File: config.mk
export PLATFORM = sky130hd
export DESIGN_NAME = sum_feeder
export DESIGN_NICKNAME = d
export VERILOG_FILES = /design/src/rtl/sum_feeder.sv
export SDC_FILE = /design/constraint.sdc
export NUM_CORES = 1
export LEC_CHECK = 0
export CAP_MARGIN = 20
export CORE_MARGIN = 3
export CORE_UTILIZATION = 52
export CTS_CLUSTER_DIAMETER = 200
export DETAILED_ROUTE_END_ITERATION = 16
export HOLD_SLACK_MARGIN = 0.12
export PLACE_DENSITY_LB_ADDON = 0.15
export SYNTH_ARGS = -nofsm -noshare
export SYNTH_HDL_FRONTEND = slang
export SYNTH_SLANG_ARGS = --single-unit
File: constraint.sdc
create_clock -name clk -period 2.5 [get_ports clk]
set_input_delay 0.5 -clock clk [delete_from_list [all_inputs] [get_ports clk]]
set_output_delay 0.5 -clock clk [all_outputs]
set_load 0.01 [all_outputs]
File: src/rtl/sum_feeder.sv
// Buffers nonzero host words, then streams them to an external accumulator
// behind a one-cycle active-low go, and checks the returned sum against a running total.
module sum_feeder #(
  parameter int DEPTH = 8,
  parameter int TMO   = 16
) (
  input  logic        clk,
  input  logic        rst,
  input  logic        wr_en,
  input  logic [15:0] wr_data,
  output logic        wr_full,
  input  logic        start,
  output logic        busy,
  output logic        go_l,
  output logic [15:0] inA,
  input  logic        done_in,
  input  logic [15:0] sum_in,
  output logic        result_valid,
  output logic [15:0] sum_out,
  output logic [15:0] expected,
  output logic        match,
  output logic        timeout
);

  localparam int CW = $clog2(DEPTH + 1);
  localparam int AW = $clog2(DEPTH);

  typedef enum logic [1:0] {IDLE, GO, STREAM, TERM} state_t;

  state_t          state, state_next;
  logic [CW-1:0]   count, rd_ptr, ptr_next;
  logic [3:0]      wait_cnt;
  logic [15:0]     mem [DEPTH];
  logic            go_l_next;
  logic [15:0]     ina_next;
  logic            leave_term, timed_out;

  assign wr_full = (count == CW'(DEPTH));
  assign busy    = (state != IDLE);

  // go_l and inA are computed for the state being entered so they leave a flop.
  always_comb begin
    state_next = state;
    ptr_next   = rd_ptr;
    go_l_next  = 1'b1;
    ina_next   = '0;
    leave_term = 1'b0;
    timed_out  = 1'b0;
    case (state)
      IDLE: begin
        if (start) begin
          state_next = GO;
          go_l_next  = 1'b0;
          ina_next   = (count == '0) ? 16'h0000 : mem[AW'(0)];
        end
      end
      GO: begin
        if (count <= CW'(1)) begin
          state_next = TERM;
        end else begin
          state_next = STREAM;
          ptr_next   = CW'(1);
          ina_next   = mem[AW'(1)];
        end
      end
      STREAM: begin
        if (rd_ptr == count - 1'b1) begin
          state_next = TERM;
        end else begin
          ptr_next = rd_ptr + 1'b1;
          ina_next = mem[AW'(rd_ptr + 1'b1)];
        end
      end
      TERM: begin
        if (done_in) begin
          state_next = IDLE;
          leave_term = 1'b1;
          ptr_next   = '0;
        end else if (wait_cnt == 4'(TMO - 1)) begin
          state_next = IDLE;
          leave_term = 1'b1;
          timed_out  = 1'b1;
          ptr_next   = '0;
        end
      end
      default: state_next = IDLE;
    endcase
  end

  always_ff @(posedge clk or negedge rst) begin
    if (!rst) begin
      state  <= IDLE;
      rd_ptr <= '0;
      go_l   <= 1'b1;
      inA    <= '0;
    end else begin
      state  <= state_next;
      rd_ptr <= ptr_next;
      go_l   <= go_l_next;
      inA    <= ina_next;
    end
  end

  // Zero is the stream terminator, so it is never stored; start beats a same-cycle write.
  always_ff @(posedge clk or negedge rst) begin
    if (!rst) begin
      count        <= '0;
      expected     <= '0;
      wait_cnt     <= '0;
      sum_out      <= '0;
      match        <= 1'b0;
      timeout      <= 1'b0;
      result_valid <= 1'b0;
      for (int i = 0; i < DEPTH; i++) mem[i] <= '0;
    end else begin
      result_valid <= leave_term;
      wait_cnt     <= (state == TERM) ? wait_cnt + 4'd1 : 4'd0;
      if (state == IDLE && start) begin
        sum_out <= '0;
        match   <= 1'b0;
        timeout <= 1'b0;
      end else if (state == IDLE && wr_en && wr_data != '0 && count < CW'(DEPTH)) begin
        mem[AW'(count)] <= wr_data;
        count           <= count + 1'b1;
        expected        <= expected + wr_data;
      end
      if (leave_term) begin
        count    <= '0;
        expected <= '0;
        if (timed_out) begin
          timeout <= 1'b1;
          match   <= 1'b0;
        end else begin
          sum_out <= sum_in;
          match   <= (sum_in == expected);
        end
      end
    end
  end

endmodule

==> out/summary.txt, run 1 <==
RUN STATUS
------------------------------------------------------------------------------
Result of the run                                                 complete, no violations

GLOBAL ROUTING
------------------------------------------------------------------------------
Largest net degree at the start of global routing                           63
Overall overflow remaining after global route                                0
Global routing usage summed across all routing layers                    26.2%
Number of global-route vias before repair                                7,497
Antenna violations before repair                                             0
Wire length of the first global-routing pass                           40.8 mm

POWER
------------------------------------------------------------------------------
Switching Fraction                                                       35.5%
Internal power                                                         8.71 mW
Part of the power in combinational logic                                 44.3%
Power per standard cell area                                      1110 nW/um^2
Power spent charging and discharging nets                              4.80 mW
Share of power burned in the clock network                               20.0%
Leakage power                                                          5.89 nW
Seq pwr share                                                            35.8%
Worst-case vdd ir drop                                                  612 uV

DIE
------------------------------------------------------------------------------
Die Outline Area                                                   20,100 um^2
Die Y-Extent                                                            142 um
Effective utilization at floorplan                                       53.3%
Number of primary I/O pins                                                  91
Horizontal die dimension                                                142 um
Site row count                                                              49
Core footprint                                                     18,000 um^2

CLOCK TREE
------------------------------------------------------------------------------
CTS clk-pin slew, worst paths                                          0.07 ns
Bufs on Longest Clock Path                                                   2
Depth of the CTS H-tree                                                      4
Clock tree from TritonCTS                                                built
Clock sink count                                                           194
Number of buffers created by CTS                                            17
Library cell used as clock root buffer                               clkbuf_16
Insertion delay of the later-clocked pin in the worst-skew pair        0.44 ns

CRITICAL PATH
------------------------------------------------------------------------------
Crit path max-delay cell type                                     clkdlybuf4s50_1
Most used cell, CP                                                     o211a_1
Signal arrival time at the worst endpoint                              2.74 ns
Required @ worst endpoint                                              2.83 ns
Start-to-end type of the worst setup path                         primary input to flop
CP cell instances                                                 clkdlybuf4s50_1 > ha_1 > buf_4 > o211ai_1 > o21ai_1 > o211a_1 > o211a_1 > o21a_1 > o41ai_1
Buf+Inv Stages, Crit Path                                                    2
Family with the most delay on the worst path                      compound AO/OA/AOI/OAI gates
Category of the worst setup path capture point                            flop
Top fanout value on the critical path                                        4
Critical Path Source Type                                         primary input
Slowest cell delay on critical path                                    0.50 ns

STA
------------------------------------------------------------------------------
Slew of the pin with the lowest slew margin                           0.909 ns
Setup repair after global routing missed its margin                         no
Worst setup slack after layout                                       0.0912 ns
Final setup violation count                                                  0
Final critical-path share of the clock period                            96.4%
Final Hold Fails                                                             0
Final min period                                                       2.41 ns
Max Clk Rate                                                           415 MHz
Worst Hold Slack                                                      0.466 ns
Skew final                                                           0.0151 ns
Final Max Slew Viols                                                         0
Slew headroom                                                            39.4%

DETAILED ROUTING
------------------------------------------------------------------------------
DRC violation total after the first TritonRoute iteration                  414
Post-route antenna net violation count                                       0
Via count                                                                6,822
DRC violations left                                                          0
Routed length per instance                                             21.9 um
Number of vias per cell                                                   5.97
Final WL                                                               25.0 mm
Router iterations before antenna repair                                      6

PLACE
------------------------------------------------------------------------------
Port Buffer Count                                                           90
Post-place setup slack                                               -0.551 ns
Post-detailed-placement half-perimeter wirelength                      17.7 mm
Final Wtd Congestion                                                     0.860
Cells after DPL                                                          1,108

WORST HOLD PATH
------------------------------------------------------------------------------
Class of the most critical hold timing path                       flop to flop

CELLS AND AREA
------------------------------------------------------------------------------
Number of diodes added for antenna fixing                                    0
Final-stage net count                                                      964
Most common cell after layout, fill and taps aside                     dfrtp_1
Most used cells in the layout excluding fill and tap cells        dfrtp_1, mux2_2, buf_4
P&R area growth vs syn                                                   27.2%
Non-Filler Instances                                                     1,142
Ratio of cells with drive above 1 in the final layout                    31.5%

LOGIC SYNTHESIS
------------------------------------------------------------------------------
Total standard cell area after synthesis                             9600 um^2
Synth Register Bits                                                        194
Cell count after synthesis                                                 732
Async set or reset register ratio after synthesis                         100%
Portion of the post-synthesis area used by sequential elements           50.6%
Count of cell types in the netlist                                          61
Dominant synthesized flop cell                                         dfrtp_1
Avg Inst Size Synth                                                  13.1 um^2
Net count after synthesis                                                  795
Post-synth EDFFs                                                             0
Yosys warns                                                                  0

FLOW RUN
------------------------------------------------------------------------------
Count of max-cap constraint violations                                       0

## power groups by stage
| stage | sequential, mW | clock, mW | combinational [mW] |
|---|---|---|---|
| after global placement | 4.80 | 0 | 5.75 |
| final | 4.83 | 2.69 | 5.98 |
| after CTS | 4.83 | 2.74 | 5.95 |
| after detailed placement | 4.88 | 0 | 5.89 |
| after global routing | 4.95 | 2.90 | 6.48 |
| after floorplan | 4.82 | 0 | 3.47 |
## registers in the layout (all words and copies together), names as in the netlist
register / count
sum_out: 16
wait_cnt: 4
state: 2
mem: 128
match: 1
rd_ptr: 4
timeout: 1
result_valid: 1
expected: 16
count: 4
inA: 16
go_l: 1
## worst paths after layout
kind | from | endpoint | slack (ns) | cells past startpoint
worst min-delay path | wait_cnt[0] | wait_cnt[0] | 0.47 | 1
max in group asynchronous | rst | mem[112] | 1.18 | 3
min in group asynchronous | rst | rd_ptr[0] | 0.60 | 2
worst max register to register | expected[0] | expected[14] | 0.15 | 10
worst min register to register | wait_cnt[0] | wait_cnt[0] | 0.47 | 1
worst max-delay path | wr_data[2] | expected[13] | 0.09 | 9
## worst reg2reg max path: cells and delay by family, from the launching register on
family | cells | cell delay, ns
AOI/OAI and AO/OA | 4 | 0.62
adders and majority gates | 2 | 0.60
and+or+nand+nor | 2 | 0.51
DFF | 1 | 0.36
buffers and inverters | 2 | 0.21
## per-stage QoR
step	util, %	setup TNS (ns)	cell area, um^2	power [mW]
floorplan	-	0	9600	8.29
global placement	64.0	-66.35	11500	10.5
detailed placement	64.0	-45.15	11500	10.8
CTS	67.4	-0.000175	12100	13.5
global route	67.8	0	12200	14.3
finish	67.8	0	12200	13.5
## logic make-up after synthesis
logic type	after synthesis	share of synthesized area, %
DFF	194	50.6
muxes	176	24.4
and+or+nand+nor	138	7.56
AOI/OAI and AO/OA	109	8.36
buffers and inverters	57	2.75
xor gates and xnor gates	32	2.92
adders and majority gates	26	3.47
## synth_stat cells (all sizes together), types with 2 or more instances
cell type  instances  area [um^2]
or3                4         30.0
mux2             141         1590
nand3b             2         15.0
a21o               4         30.0
o31a               2         17.5
nor3              11         66.3
dfrtp            193         4830
a211oi             4         30.0
o41ai              3         26.3
o211a              3         30.0
mux2i              3         30.0
inv               14         52.6
o21a               2         15.0
ha                25          313
and4               2         17.5
o21ai             20          100
a31oi              2         12.5
nor4               8         50.1
nand3             14         85.1
a222oi            16          160
buf               20          125
and3               4         25.0
a22o              16          140
o31ai              4         35.0
xor2              21          184
nand4              8         83.8
nor2              38          143
clkbuf            23         86.3
and2               4         25.0
a21oi             21          105
mux4              32          721
o211ai             2         15.0
xnor2             11         96.3
nor2b              3         18.8
nand2             35          131
nand2b             3         18.8
o2111ai            2         17.5
## layout make-up
| cell class | count | area, um^2 |
|---|---|---|
| inverter | 14 | 52.6 |
| fill | 1305 | 5810 |
| multi-input combinational | 481 | 4540 |
| clock inverter | 14 | 165 |
| tap | 229 | 287 |
| timing repair buffer | 193 | 1890 |
| sequential | 194 | 4860 |
| clock buffer | 17 | 425 |
## repair_timing
action	4_1_cts	5_1_grt
hold buffers	1	0
endpoints found under the hold margin	56	0
resized for setup	3	17
buffers inserted	0	1
pin swaps	0	2
setup endpoints to repair	4	77
## routing by layer
layer	vias up	global-route usage [%]	part of all wire (%)
met5	-	0	0
met3	29	4.68	4.7
li1	3077	-	-
met1	3531	35.0	44
met4	0	8.08	1.4
met2	185	44.1	50
No activity file was read; power rests on OpenSTA's default activity.
==> inputs of run 2 (changes only) <==
- SKIP_CTS_REPAIR_TIMING: default -> 1
==> out/summary.txt, run 2 (same netlist as run 1, synthesis figures left out) <==
DIE
-------------------------------------------------------------------------------
Number of primary I/O pins                                                   91
Horizontal die dimension                                                 142 um
Core footprint                                                      18,000 um^2
Site row count                                                               49
Die Outline Area                                                    20,100 um^2
Die Y-Extent                                                             142 um
Effective utilization at floorplan                                        53.3%

STA
-------------------------------------------------------------------------------
Final setup violation count                                                   0
Slew of the pin with the lowest slew margin                            0.910 ns
Final min period                                                        2.41 ns
Worst Hold Slack                                                       0.466 ns
Final critical-path share of the clock period                             96.3%
Max Clk Rate                                                            415 MHz
Final Hold Fails                                                              0
Final Max Slew Viols                                                          0
Skew final                                                            0.0121 ns
Slew headroom                                                             39.3%
Sum of negative setup slack                                                0 ns

POWER
-------------------------------------------------------------------------------
Internal power                                                          8.71 mW
Leakage power                                                           5.89 nW
Worst-case vdd ir drop                                                   612 uV
Part of the power in combinational logic                                  44.2%
Power per standard cell area                                       1110 nW/um^2
Switching Fraction                                                        35.5%
Share of power burned in the clock network                                20.0%
Seq pwr share                                                             35.8%
Power spent charging and discharging nets                               4.81 mW

GLOBAL ROUTING
-------------------------------------------------------------------------------
Largest net degree at the start of global routing                            63
Number of global-route vias before repair                                 7,481
Antenna violations before repair                                              0
Wire length of the first global-routing pass                            40.8 mm
Overall overflow remaining after global route                                 0
Global routing usage summed across all routing layers                     26.1%

DETAILED ROUTING
-------------------------------------------------------------------------------
Via count                                                                 6,857
Final WL                                                                25.0 mm
Router iterations before antenna repair                                       5
Number of vias per cell                                                    6.00
Routed length per instance                                              21.9 um
DRC violation total after the first TritonRoute iteration                   429
DRC violations left                                                           0
Post-route antenna net violation count                                        0

CELLS AND AREA
-------------------------------------------------------------------------------
# fillers                                                                 1,304
Final-stage net count                                                       965
Most common cell after layout, fill and taps aside                      dfrtp_1
Most used cells in the layout excluding fill and tap cells         dfrtp_1, mux2_2, buf_4
Non-Filler Instances                                                      1,143
Number of flip-flops under the largest register name                        128
Area used by multi-input combinational logic                          4540 um^2
Combined flip-flop and latch cell area                                4860 um^2
Biggest register                                                            mem
Number of diodes added for antenna fixing                                     0
P&R area growth vs syn                                                    27.3%
Ratio of cells with drive above 1 in the final layout                     31.7%

CRITICAL PATH
-------------------------------------------------------------------------------
Category of the worst setup path capture point                             flop
Worst R2R Setup Slack                                                   0.09 ns
Number of cells traversed by the worst register-to-register path             10
Startpoint of the most critical register-to-register path           expected[0]
Required @ worst endpoint                                               2.88 ns
Signal arrival time at the worst endpoint                               2.79 ns
Start-to-end type of the worst setup path                          flop to flop
Top fanout value on the critical path                                         2
End of the worst register-to-register path                         expected[14]
Critical Path Source Type                                                  flop

PLACE
-------------------------------------------------------------------------------
Post-detailed-placement half-perimeter wirelength                       17.7 mm
Final Wtd Congestion                                                      0.860
Port Buffer Count                                                            90
Cells after DPL                                                           1,108

CLOCK TREE
-------------------------------------------------------------------------------
Number of buffers created by CTS                                             17
CTS clk-pin slew, worst paths                                           0.07 ns
Clock sink count                                                            194
Library cell used as clock root buffer                                clkbuf_16
Insertion delay of the later-clocked pin in the worst-skew pair         0.44 ns
Clock tree from TritonCTS                                                 built
Bufs on Longest Clock Path                                                    2
Depth of the CTS H-tree                                                       4

WORST HOLD PATH
-------------------------------------------------------------------------------
Hold worst-path end                                                 wait_cnt[0]
Hold_sp                                                             wait_cnt[0]
Class of the most critical hold timing path                        flop to flop
Cell depth of the worst hold path                                             1

RUN STATUS
-------------------------------------------------------------------------------
Result of the run                                                  complete, no violations

FLOW RUN
-------------------------------------------------------------------------------
Count of max-cap constraint violations                                        0

[run 2: area by class of cell]
type | instances | area share, %
Clock buffer | 17 | 3.48
Sequential cell | 194 | 39.7
Clock inverter | 14 | 1.35
Multi-Input combinational cell | 481 | 37.1
Timing Repair Buffer | 194 | 15.5
Tap cell | 229 | 2.34
Inverter | 14 | 0.430
[run 2: power groups by stage]
stage	Combinational, mW	Sequential, mW	Clock [mW]
after global placement	5.75	4.80	0
after floorplan	3.47	4.82	0
after detailed placement	5.89	4.88	0
after CTS	5.94	4.83	2.74
final	5.98	4.84	2.70
after global routing	6.49	4.95	2.90
[run 2: how the worst max path moves through the flow]
| stage | slack (ns) | cells after the start | endpoint | from |
|---|---|---|---|---|
| after floorplan | 0.05 | 10 | rd_ptr[0] | count[0] |
| after global placement | -0.60 | 8 | expected[14] | wr_data[5] |
| after detailed placement | -0.55 | 10 | expected[12] | wr_data[0] |
| after CTS | -0.15 | 11 | expected[14] | wr_data[0] |
| after global routing | -0.06 | 10 | expected[14] | expected[0] |
| final | 0.09 | 10 | expected[14] | expected[0] |
[run 2: layer usage]
| layer | vias up | GRT usage [%] | part of all wire [%] |
|---|---|---|---|
| met2 | 175 | 43.9 | 51 |
| li1 | 3083 | - | - |
| met4 | 0 | 7.98 | 1.6 |
| met3 | 32 | 4.62 | 4.3 |
| met5 | - | 0 | 0 |
| met1 | 3567 | 35.0 | 44 |
[run 2: critical path: stages, from the launching register on]
cell and delay, ns:
dfrtp_1 0.36, ha_1 0.17, inv_1 0.06, fa_1 0.41, nor2b_2 0.19, o31ai_2 0.10, a211oi_2 0.29, buf_4 0.16
o211ai_1 0.12, nor4_1 0.34, a211o_1 0.15
[run 2: metrics by stage]
stage	util, %	worst slack, ns	total power, mW	area [um^2]
2_1_floorplan	-	0.0518	8.29	9600
3_3_place_gp	64.0	-0.598	10.5	11500
3_5_place_dp	64.0	-0.551	10.8	11500
4_1_cts	67.3	-0.147	13.5	12100
5_1_grt	67.9	-0.0558	14.3	12200
6_report	67.9	0.0927	13.5	12200
